==> config.mk <==
export PLATFORM = sky130hd
export DESIGN_NAME = clk_divider_nch_flat
export DESIGN_NICKNAME = d
export VERILOG_FILES = /design/src/rtl/clk_divider_nch_if.sv /design/src/rtl/clk_divider_nch.sv /design/src/flat_wrapper.sv
export SDC_FILE = /design/constraint.sdc
export NUM_CORES = 1
export LEC_CHECK = 0
export ABC_AREA = 1
export BUFFER_PORTS_ARGS = -buffer_cell sky130_fd_sc_hd__clkbuf_2
export CAP_MARGIN = 20
export CORE_MARGIN = 1
export CORE_UTILIZATION = 30
export CTS_BUF_LIST = sky130_fd_sc_hd__clkbuf_4
export CTS_CLUSTER_DIAMETER = 120
export DETAILED_ROUTE_END_ITERATION = 8
export PLACE_DENSITY_LB_ADDON = 0.15
export SYNTH_ARGS = -nofsm -noshare
export SYNTH_HDL_FRONTEND = slang
export SYNTH_SLANG_ARGS = --single-unit
==> constraint.sdc <==
create_clock -name clk -period 1.8 [get_ports clk]
set_input_delay 0 -clock clk [delete_from_list [all_inputs] [get_ports clk]]
set_output_delay 0 -clock clk [all_outputs]
set_load 0.01 [all_outputs]
==> src/rtl/clk_divider_nch_if.sv <==
// Control and status bundle for the multi-channel clock divider.
// The master side drives enable/sync/mode/divisor; the divider answers with counts, clocks and ticks.
interface clk_divider_nch_if #(
   parameter int WIDTH = 8,
   parameter int NCH   = 2
);
   logic                   enable;
   logic                   sync;
   logic [NCH-1:0]         mode;
   logic [NCH*WIDTH-1:0]   divisor;
   logic [NCH*WIDTH-1:0]   div_cnt;
   logic [NCH-1:0]         div_clk;
   logic [NCH-1:0]         tick;

   modport master (
      output enable, sync, mode, divisor,
      input  div_cnt, div_clk, tick
   );

   modport slave (
      input  enable, sync, mode, divisor,
      output div_cnt, div_clk, tick
   );
endinterface

==> src/rtl/clk_divider_nch.sv <==
// NCH independent programmable dividers on one clock, each with a registered divided clock,
// a one-cycle wrap tick and its live count; divisors are latched only at period boundaries.
module clk_divider_nch #(
   parameter int WIDTH = 8,
   parameter int NCH   = 2
) (
   input  logic               clk,
   input  logic               nreset,
   clk_divider_nch_if.slave   bus
);

   logic [NCH-1:0][WIDTH-1:0] div_d;
   logic [NCH-1:0][WIDTH-1:0] cnt_q;
   logic [NCH-1:0][WIDTH-1:0] shadow_q;
   logic [NCH-1:0]            div_clk_q;
   logic [NCH-1:0]            tick_q;
   logic [NCH-1:0]            wrap;

   assign div_d = bus.divisor;

   // Compare against the shadow copy so a divisor change never cuts a period short.
   always_comb begin
      // NOTE: default assigned first so every path drives wrap and no latch is inferred.
      wrap = '0;
      for (int i = 0; i < NCH; i++) begin
         wrap[i] = (cnt_q[i] == shadow_q[i]);
      end
   end

   always_ff @(posedge clk or negedge nreset) begin
      if (!nreset) begin
         // NOTE: these per-channel arrays are plain flops, not a RAM, so clearing them all
         // on the async reset is legal and keeps the first post-reset edge deterministic.
         cnt_q     <= '0;
         shadow_q  <= '0;
         div_clk_q <= '0;
         tick_q    <= '0;
      end else begin
         for (int i = 0; i < NCH; i++) begin
            // NOTE: non-blocking assignments throughout, so every channel sees pre-edge values.
            if (bus.sync) begin
               cnt_q[i]     <= '0;
               shadow_q[i]  <= div_d[i];
               div_clk_q[i] <= 1'b0;
               tick_q[i]    <= 1'b0;
            end else if (!bus.enable) begin
               shadow_q[i]  <= div_d[i];
               tick_q[i]    <= 1'b0;
               if (bus.mode[i]) begin
                  div_clk_q[i] <= 1'b0;
               end
            end else if (wrap[i]) begin
               cnt_q[i]     <= '0;
               shadow_q[i]  <= div_d[i];
               tick_q[i]    <= 1'b1;
               div_clk_q[i] <= bus.mode[i] ? 1'b1 : ~div_clk_q[i];
            end else begin
               cnt_q[i]     <= cnt_q[i] + WIDTH'(1);
               tick_q[i]    <= 1'b0;
               if (bus.mode[i]) begin
                  div_clk_q[i] <= 1'b0;
               end
            end
         end
      end
   end

   assign bus.div_cnt = cnt_q;
   assign bus.div_clk = div_clk_q;
   assign bus.tick    = tick_q;

endmodule

==> src/flat_wrapper.sv <==
// flat-port wrapper written by rule: the top's interface ports become plain ports
module clk_divider_nch_flat 
#(
   parameter int WIDTH = 8,
   parameter int NCH   = 2
)
  (clk, nreset, bus_enable, bus_sync, bus_mode, bus_divisor, bus_div_cnt, bus_div_clk, bus_tick);
  clk_divider_nch_if #(.WIDTH(WIDTH), .NCH(NCH)) bus_i ();
  input  logic clk;
  input  logic nreset;
  input wire logic [$bits(bus_i.enable)-1:0] bus_enable;
  input wire logic [$bits(bus_i.sync)-1:0] bus_sync;
  input wire logic [$bits(bus_i.mode)-1:0] bus_mode;
  input wire logic [$bits(bus_i.divisor)-1:0] bus_divisor;
  output wire logic [$bits(bus_i.div_cnt)-1:0] bus_div_cnt;
  output wire logic [$bits(bus_i.div_clk)-1:0] bus_div_clk;
  output wire logic [$bits(bus_i.tick)-1:0] bus_tick;
  assign bus_i.enable = bus_enable;
  assign bus_i.sync = bus_sync;
  assign bus_i.mode = bus_mode;
  assign bus_i.divisor = bus_divisor;
  assign bus_div_cnt = bus_i.div_cnt;
  assign bus_div_clk = bus_i.div_clk;
  assign bus_tick = bus_i.tick;
  clk_divider_nch #(.WIDTH(WIDTH), .NCH(NCH)) u_core (.clk(clk), .nreset(nreset), .bus(bus_i));
endmodule
==> impl_metrics.yaml, run 1 <==
synthesis:
  synthDistinctLibCells: 21
  synth_compound_area_frac: 0.08102
  synth.most_common_cell: "nand2_1"
  synthTopCellsByArea: "dfrtp_1, nand2_1, o21ai_2"
  ys.flop_type: "dfrtp_1"
  async_reset_ff_frac: 1.000
  syn-cell-area_um2: 2069
  syn_area_per_cell_um2: 8.516
  synth_seq_area_share: 0.4353
  synthSimpleGateAreaFrac: 0.3168
  synth_top_cell_by_area: "dfrtp_1"
  synth_top_family_by_area: "simple AND/OR/NAND/NOR gates"
  synth_top_area_share: 0.4353
  synth_mux_area_frac: 0
  synth_fa_ha_area_frac: 0.01209
  synth_fp_nets: 267
  synth_xor_area_frac: 0.06771
  synth_common_cells: "nand2_1, dfrtp_1, inv_1, nand3_1, o21ai_2"
  ys_ff_latch: 36
  yosysWarnings: 0
  synth_edf_count: 0
  synthCells: 243
timing:
  fin_crit_ns: 1.655
  maxSlewViolCount: 0
  clock_skew_ns: 0.01482
  hold_viol_final: 0
  period_share: 0.9193
  setup_viol: 0
  maxSlewHeadroom: 0.6836
  tightest_slew_ns: 0.4735
  totalNegativeSetupSlack_ns: 0
  worst_slack_ns: 0.1452
  fmax_mhz: 604.3
setup_path:
  startpoint: "u_core.bus.div_cnt[11]$_DFFE_PN0P_"
  arrival_ns: 1.95
  path_max_fanout: 4
  critPathRequiredTime_ns: 2.10
  cp.buffers_inverters: 1
  critPathLaunchType: "flip-flop"
  rr_startpoint: "u_core.bus.div_cnt[11]$_DFFE_PN0P_"
  crit_chain: "xnor2_1 > nand2_1 > nor2_4 > nand3_2 > nor2_1 > dlygate4sd3_1"
  slowest_stage: "dlygate4sd3_1"
  crit_family: "buffers and inverters"
  cp-end-kind: "flip-flop"
  worst-setup-path-type: "reg -> reg"
  slowest_delay_ns: 0.54
detailed_routing:
  wl_per_cell_um: 11.05
  drc: 0
  antenna_left: 0
  vias: 1691
  dr.pass1.iters: 4
  wl_um: 4418
  drtIter0Drc: 36
  vias_per_cell: 4.228
pwr:
  report.power.total_mw: 1.744
  cellPowerDensity_nw_per_um2: 639.7
  power_leakage_nw: 1.373
  peakVddDrop_uv: 252.2
grt:
  antenna_found_initial: 0
  grt_max_degree: 37
  grt_pass1_wl_um: 7314
  grt_pass1_vias: 1574
  overflow: 0
  grt_usage: 0.1316
layout:
  area_growth_syn_to_layout_pct: 31.74
  antenna_cells: 0
  drive_gt1_frac: 0.3282
  nets: 346
  fillers: 673
die:
  core_area_um2: 6495
  fp.dieH_um: 85.06
  die_area_um2: 7234
  boundaryPins: 42
  fp.dieW_um: 85.06
  start_util: 0.3186
  row_count: 29
status:
  outcome: "finished, final reports clean"
place:
  dpl_worst_slack_ns: 0.3474
  numPortBuffers: 41
  routabilityCongestion: 0.7305
  dp_hpwl_um: 3031
clock_tree:
  cts_buffer_depth: 2
  cts.sinks: 36
  cts-htree-levels: 2
  path_clk_slew_ns: 0.12
  cts_root_buffer: "clkbuf_4"
  cts_tree: "done"
  cts_buffers: 5
  worstSkewPairLatency_ns: 0.35
run:
  maxCapViolCount: 0
min_path:
  hold_path_class: "in -> async"
## final timing paths
path	end	slack, ns	cells after the start
setup / recovery	u_core.bus.tick[1]$_DFF_PN0_	0.15	6
hold / removal	u_core.bus.tick[1]$_DFF_PN0_	0.22	3
setup reg to reg	u_core.bus.tick[1]$_DFF_PN0_	0.15	6
hold reg to reg	u_core.bus.div_cnt[10]$_DFFE_PN0P_	0.54	2
max in group asynchronous	u_core.bus.div_cnt[10]$_DFFE_PN0P_	1.24	3
min in group clk	u_core.shadow_q[8]$_DFFE_PN0P_	0.38	4
## sequential cells by signal, summed over array words and instances, names as in the netlist
signal	flops
u_core.shadow_q	16
u_core.bus.tick	2
u_core.bus.div_clk	2
u_core.bus.div_cnt	16
## timing repair
action	4_1_cts	5_1_grt
hold endpoints to repair	56	0
resized for setup	0	8
hold buffers	22	0
setup buffers	0	11
setup endpoints to repair	0	1
## through the flow
stage	util	hold WS, ns	instance area (µm²)	std cells
final	0.4198	0.2196	2726	400
after detailed placement	0.3581	0.07818	2326	359
after global placement	0.3581	0.07254	2326	359
after CTS	0.4044	0.2182	2626	389
after floorplan	-	-0.2956	2069	243
after global routing	0.4198	0.2404	2726	400
## layer usage
layer,vias to the layer above,track usage,part of all wire
met2,26,0.2031,0.44
met1,749,0.1777,0.51
met4,0,0.05085,0.017
li1,910,-,-
met5,-,0,0
met3,6,0.03210,0.029
## cells by family (layout without fill, tap and decap cells)
group                    Yosys count  count (layout)
AO/OA/AOI/OAI                     23              23
XOR/XNOR                          16              16
adder cells (fa/ha/maj)            2               2
buffers and inverters             35             115
flip-flops                        36              36
AND/OR/NAND/NOR                  131             131
## cell usage in the layout (no fill, tap or decap)
master	netlist	final
nand2_2	6	6
clkbuf_4	0	6
clkinv_2	0	1
nand3_1	15	14
nand2_4	8	8
nand4_1	5	5
nor2_1	10	10
xor2_1	5	5
xnor2_1	11	11
nand3_2	0	1
clkbuf_2	0	41
nand2_8	2	2
dfrtp_2	0	6
o21ai_0	9	9
nand2_1	78	78
nor3_1	2	2
bufinv_16	0	1
nor2_4	2	3
dfrtp_1	36	30
nor2_2	3	2
inv_1	29	29
o21ai_2	14	14
dlygate4sd3_1	0	22
inv_2	1	1
buf_4	0	14
ha_1	2	2
## power by group
group | total [mW] | internal (mW) | switching (mW)
Combinational | 0.279 | 0.126 | 0.153
Clock | 0.588 | 0.306 | 0.282
Sequential | 0.877 | 0.847 | 0.0299
Total | 1.74 | 1.28 | 0.465
## cell type report
class / instances / area [µm²] / area share
Clock buffer: 6 / 45.04 / 0.01652
Timing Repair Buffer: 77 / 530.5 / 0.1946
Inverter: 30 / 112.6 / 0.04130
Tap cell: 77 / 96.34 / 0.03534
Multi-Input combinational cell: 172 / 998.5 / 0.3662
Clock inverter: 2 / 35.03 / 0.01285
Sequential cell: 36 / 908.4 / 0.3332
## worst reg2reg max path, stage by stage (launching register included)
cell and delay [ns]:
dfrtp_2 0.45, xnor2_1 0.15, nand2_1 0.11, nor2_4 0.17, nand3_2 0.09, nor2_1 0.10, dlygate4sd3_1 0.54
No activity file was read; power rests on OpenSTA's default activity.
==> run 2: changes to the inputs <==
--- a/config.mk
+++ b/config.mk
@@ -14,6 +14,7 @@
 export CTS_CLUSTER_DIAMETER = 120
 export DETAILED_ROUTE_END_ITERATION = 8
 export PLACE_DENSITY_LB_ADDON = 0.15
+export RECOVER_POWER = 50
 export SYNTH_ARGS = -nofsm -noshare
 export SYNTH_HDL_FRONTEND = slang
 export SYNTH_SLANG_ARGS = --single-unit
==> impl_metrics.yaml, run 2 (same netlist as run 1, synthesis figures left out) <==
grt:
  grt_pass1_vias: 1574
  grt_max_degree: 37
  antenna_found_initial: 0
  grt_pass1_wl_um: 7314
  overflow: 0
  grt_usage: 0.1316
detailed_routing:
  vias_per_cell: 4.238
  met2_length_um: 1950
  met1_length_um: 2275
  drc: 0
  dr.pass1.iters: 4
  wl_um: 4431
  wl_per_cell_um: 11.08
  route.met3.wl_um: 131
  vias: 1695
  drtIter0Drc: 36
  antenna_left: 0
  top_layer_used: "met4"
layout:
  area_growth_syn_to_layout_pct: 31.08
  nets: 346
  drive_gt1_frac: 0.3003
  fillers: 678
  antenna_cells: 0
  layout_common_cells: "nand2_1, clkbuf_2, dfrtp_1"
  final_common_cell: "nand2_1"
status:
  outcome: "finished, final reports clean"
timing:
  hold_viol_final: 0
  maxSlewViolCount: 0
  period_share: 0.9193
  totalNegativeSetupSlack_ns: 0
  fmax_mhz: 604.3
  maxSlewHeadroom: 0.4017
  tightest_slew_ns: 0.8974
  setup_viol: 0
  clock_skew_ns: 0.01482
  fin_crit_ns: 1.655
place:
  routabilityCongestion: 0.7305
  numPortBuffers: 41
  dp_hpwl_um: 3031
die:
  fp.dieW_um: 85.06
  core_area_um2: 6495
  fp.dieH_um: 85.06
  boundaryPins: 42
  row_count: 29
  start_util: 0.3186
  die_area_um2: 7234
clock_tree:
  cts.sinks: 36
  cts_tree: "done"
  cts-htree-levels: 2
  cts_buffer_depth: 2
  cts_buffers: 5
  cts_root_buffer: "clkbuf_4"
  worstSkewPairLatency_ns: 0.35
  path_clk_slew_ns: 0.12
setup_path:
  slowest_stage: "dlygate4sd3_1"
  path_max_fanout: 4
  critPathLaunchType: "flip-flop"
  cp.buffers_inverters: 1
  critPathRequiredTime_ns: 2.10
  worst-setup-path-type: "reg -> reg"
  arrival_ns: 1.95
  crit_family: "buffers and inverters"
  crit_chain: "xnor2_1 > nand2_1 > nor2_4 > nand3_2 > nor2_1 > dlygate4sd3_1"
  cp-end-kind: "flip-flop"
  slowest_delay_ns: 0.54
pwr:
  cellPowerDensity_nw_per_um2: 642.4
  power_leakage_nw: 1.346
  peakVddDrop_uv: 252.1
  report.power.total_mw: 1.742
min_path:
  hold_path_class: "in -> reg"
run:
  maxCapViolCount: 0
[run 2: cell types whose count changed in the layout (fill, tap and decap cells not counted)]
cell | previous run | this run
clkbuf_2 | 41 | 34
dfrtp_2 | 6 | 5
buf_4 | 14 | 13
clkbuf_1 | 0 | 8
dfrtp_1 | 30 | 31
[run 2: per-layer routing]
layer / track usage / vias up
met4: 0.05085 / 0
met2: 0.2031 / 28
met5: 0 / -
li1: - / 910
met1: 0.1777 / 751
met3: 0.03210 / 6
[run 2: area by class of cell]
| type | count | area [µm²] | area share |
|---|---|---|---|
| Tap cell | 77 | 96.34 | 0.03552 |
| Inverter | 30 | 112.6 | 0.04151 |
| Timing Repair Buffer | 77 | 518.0 | 0.1910 |
| Clock buffer | 6 | 45.04 | 0.01661 |
| Multi-Input combinational cell | 172 | 998.5 | 0.3681 |
| Clock inverter | 2 | 35.03 | 0.01292 |
| Sequential cell | 36 | 907.1 | 0.3344 |
[run 2: power breakdown]
| group | leakage, nW | switching, mW | internal, mW |
|---|---|---|---|
| combinational | 0.841 | 0.153 | 0.124 |
| clock | 0.0456 | 0.282 | 0.306 |
| sequential | 0.459 | 0.0298 | 0.847 |
| total | 1.35 | 0.465 | 1.28 |
[run 2: final timing paths]
path                                                     from                                 end  cells after the start  slack (ns)
min in group asynchronous                              nreset        u_core.bus.tick[1]$_DFF_PN0_                      3        0.39
min reg2reg                u_core.bus.div_cnt[10]$_DFFE_PN0P_  u_core.bus.div_cnt[10]$_DFFE_PN0P_                      2        0.54
max                        u_core.bus.div_cnt[11]$_DFFE_PN0P_        u_core.bus.tick[1]$_DFF_PN0_                      6        0.15
max in group asynchronous                              nreset  u_core.bus.div_cnt[10]$_DFFE_PN0P_                      3        0.80
max reg2reg                u_core.bus.div_cnt[11]$_DFFE_PN0P_        u_core.bus.tick[1]$_DFF_PN0_                      6        0.15
min                                            bus_divisor[8]      u_core.shadow_q[8]$_DFFE_PN0P_                      4        0.38
[run 2: what timing repair did]
item	4_1_cts	5_1_grt
endpoints found under the hold margin	56	0
setup buffers	0	11
setup endpoints to repair	0	1
resized for setup	0	8
hold buffers	22	0
[run 2: stage by stage]
step / cells / area (µm²) / hold slack (ns) / worst slack, ns / util
final: 400 / 2713 / 0.3847 / 0.1452 / 0.4176
after global routing: 400 / 2713 / 0.3969 / -0.01781 / 0.4176
after CTS: 389 / 2626 / 0.2182 / 0.05754 / 0.4044
after detailed placement: 359 / 2326 / 0.07818 / 0.3474 / 0.3581
after global placement: 359 / 2326 / 0.07254 / 0.3379 / 0.3581
after floorplan: 243 / 2069 / -0.2956 / 0.4435 / -
[run 2: tightest hold or removal path: cells and delay by family]
| kind | cells | cell delay, ns |
|---|---|---|
| AOI/OAI and AO/OA | 1 | 0.05 |
| buffers and inverters | 2 | 0.61 |
| and+or+nand+nor | 1 | 0.04 |
==> run 3: changes to the inputs <==
--- a/config.mk
+++ b/config.mk
@@ -5,7 +5,7 @@
 export SDC_FILE = /design/constraint.sdc
 export NUM_CORES = 1
 export LEC_CHECK = 0
-export ABC_AREA = 1
+export ABC_AREA = 0
 export BUFFER_PORTS_ARGS = -buffer_cell sky130_fd_sc_hd__clkbuf_2
 export CAP_MARGIN = 20
 export CORE_MARGIN = 1
==> impl_metrics.yaml, run 3 <==
status:
  outcome: "finished, final reports clean"
min_path:
  hold_path_class: "in -> reg"
  hold_end: "u_core.bus.div_clk[1]$_DFF_PN0_"
  hold_path_depth: 4
  hold_path.startpoint: "bus_mode[1]"
setup_path:
  rr_startpoint: "u_core.shadow_q[0]$_DFFE_PN0P_"
  arrival_ns: 1.95
  path_max_fanout: 12
  slowest_delay_ns: 0.41
  critPathRequiredTime_ns: 2.02
  worst_r2r_path_depth: 5
  crit_chain: "xor2_1 > nor4_4 > a21o_1 > buf_12 > mux2_2"
  rr_endpoint: "u_core.shadow_q[6]$_DFFE_PN0P_"
  worst-setup-path-type: "reg -> reg"
  ff2ff_setup_slack_ns: 0.07
  crit_family: "flip-flops"
  slowest_stage: "dfrtp_1"
  cp-end-kind: "flip-flop"
  cp.buffers_inverters: 1
  critPathLaunchType: "flip-flop"
layout:
  area_growth_syn_to_layout_pct: 38.69
  fin_area_um2: 2579
  postLayoutCoreUtil: 0.4330
  final_common_cell: "nand2_1"
  nets: 291
  fin_cells: 343
  multiInputGateArea_um2: 904.6
  regArea_um2: 902.1
  drive_gt1_frac: 0.3321
  antenna_cells: 0
  layout_common_cells: "nand2_1, dfrtp_1, clkbuf_2"
  fillers: 611
pwr:
  power_leakage_nw: 1.279
  peakVddDrop_uv: 304.3
  cellPowerDensity_nw_per_um2: 625.1
die:
  fp.dieW_um: 80.73
  die_area_um2: 6517
  row_count: 28
  boundaryPins: 42
  core_area_um2: 5956
  fp.dieH_um: 80.73
  start_util: 0.3122
synthesis:
  synthTopCellsByArea: "dfrtp_1, nand2_1, xor2_1"
  syn-cell-area_um2: 1859
  synth.most_common_cell: "nand2_1"
  syn_area_per_cell_um2: 10.62
  synthCells: 175
  synth_top_area_share: 0.4845
  async_reset_ff_frac: 1.000
  ys_ff_latch: 36
  synth_common_cells: "nand2_1, dfrtp_1, xor2_1, nand3_1, o21ai_0"
  yosysWarnings: 0
  synthDistinctLibCells: 40
  synth_fp_nets: 199
  synth_top_cell_by_area: "dfrtp_1"
  synth_seq_area_share: 0.4845
  ys.flop_type: "dfrtp_1"
  synth_edf_count: 0
grt:
  grt_usage: 0.1473
  overflow: 0
  antenna_found_initial: 0
  grt_max_degree: 19
  grt_pass1_vias: 1509
  grt_pass1_wl_um: 7224
detailed_routing:
  dr.pass1.iters: 4
  antenna_left: 0
  drtIter0Drc: 82
  met1_length_um: 2166
  route.met3.wl_um: 169
  drc: 0
  met2_length_um: 1958
  wl_per_cell_um: 12.71
  vias_per_cell: 4.630
  vias: 1588
  top_layer_used: "met4"
  wl_um: 4360
clock_tree:
  cts_buffer_depth: 2
  cts_buffers: 5
  cts_tree: "done"
  cts_root_buffer: "clkbuf_4"
  cts.sinks: 36
  cts-htree-levels: 2
  worstSkewPairLatency_ns: 0.34
  path_clk_slew_ns: 0.12
place:
  dp.cells: 313
  routabilityCongestion: 0.7580
  numPortBuffers: 41
  dp_hpwl_um: 3238
  placed_cell_area_um2: 2331
timing:
  fin_crit_ns: 1.729
  maxSlewHeadroom: 0.3302
  setup_viol: 0
  maxSlewViolCount: 0
  holdWs_ns: 0.02063
  tightest_slew_ns: 1.005
  fmax_mhz: 578.4
  period_share: 0.9605
  rsz0062_at_grt: "true"
  clock_skew_ns: 0.01394
  hold_viol_final: 0
run:
  maxCapViolCount: 0
-- run 3: area by class of cell --
class / count / area share
Multi-Input combinational cell: 131 / 0.3508
Sequential cell: 36 / 0.3498
Timing Repair Buffer: 90 / 0.2368
Tap cell: 75 / 0.03639
Clock buffer: 7 / 0.02038
Inverter: 3 / 0.004367
Clock inverter: 1 / 0.001456
-- run 3: kinds of logic (layout without fill, tap and decap cells) --
group	count (synthesis)	count (layout)	share of synthesized area
and+or+nand+nor	75	75	0.2160
DFF	36	36	0.4845
AOI/OAI and AO/OA	27	27	0.1090
xor gates and xnor gates	19	19	0.09354
muxes	8	8	0.05450
buffers and inverters	8	101	0.02893
adders and majority gates	2	2	0.01346
-- run 3: worst register-to-register path: stages, from the launching register on --
cell and delay, ns:
dfrtp_1 0.41, xor2_1 0.19, nor4_4 0.32, a21o_1 0.21
buf_12 0.15, mux2_2 0.33
-- run 3: where the power goes --
group | total (mW) | leakage [nW] | internal (mW) | switching, mW
registers | 0.879 | 0.464 | 0.848 | 0.0311
logic | 0.279 | 0.781 | 0.142 | 0.137
clock network | 0.454 | 0.0338 | 0.181 | 0.274
total | 1.61 | 1.28 | 1.17 | 0.441
-- run 3: per-stage QoR --
stage	worst slack, ns	TNS [ns]	power (mW)
2_1_floorplan	0.004039	0	1.031
3_3_place_gp	0.05091	0	1.141
3_5_place_dp	0.04740	0	1.142
4_1_cts	0.03146	0	1.639
5_1_grt	-0.02309	-0.08859	1.704
6_report	0.07108	0	1.612
-- run 3: what timing repair did --
| item | 4_1_cts | 5_1_grt |
|---|---|---|
| endpoints found under the setup margin | 0 | 8 |
| hold buffers | 18 | 0 |
| setup buffers | 0 | 4 |
| resized for setup | 0 | 1 |
| endpoints found under the hold margin | 55 | 0 |
-- run 3: worst max-delay path by stage --
stage,from,endpoint,slack [ns],cells past startpoint
detailed placement,u_core.shadow_q[3]$_DFFE_PN0P_,u_core.shadow_q[4]$_DFFE_PN0P_,0.05,5
floorplan,u_core.bus.div_cnt[7]$_DFFE_PN0P_,u_core.shadow_q[0]$_DFFE_PN0P_,0.004,6
finish,u_core.shadow_q[0]$_DFFE_PN0P_,u_core.shadow_q[6]$_DFFE_PN0P_,0.07,5
global route,u_core.shadow_q[0]$_DFFE_PN0P_,u_core.shadow_q[3]$_DFFE_PN0P_,-0.02,5
CTS,u_core.shadow_q[3]$_DFFE_PN0P_,u_core.shadow_q[4]$_DFFE_PN0P_,0.03,5
global placement,u_core.shadow_q[3]$_DFFE_PN0P_,u_core.shadow_q[7]$_DFFE_PN0P_,0.05,5
-- run 3: per-layer routing --
| metal | global-route usage | vias up |
|---|---|---|
| met5 | 0 | - |
| met4 | 0.05000 | 0 |
| met3 | 0.02727 | 6 |
| met2 | 0.2110 | 40 |
| met1 | 0.2192 | 749 |
| li1 | - | 793 |
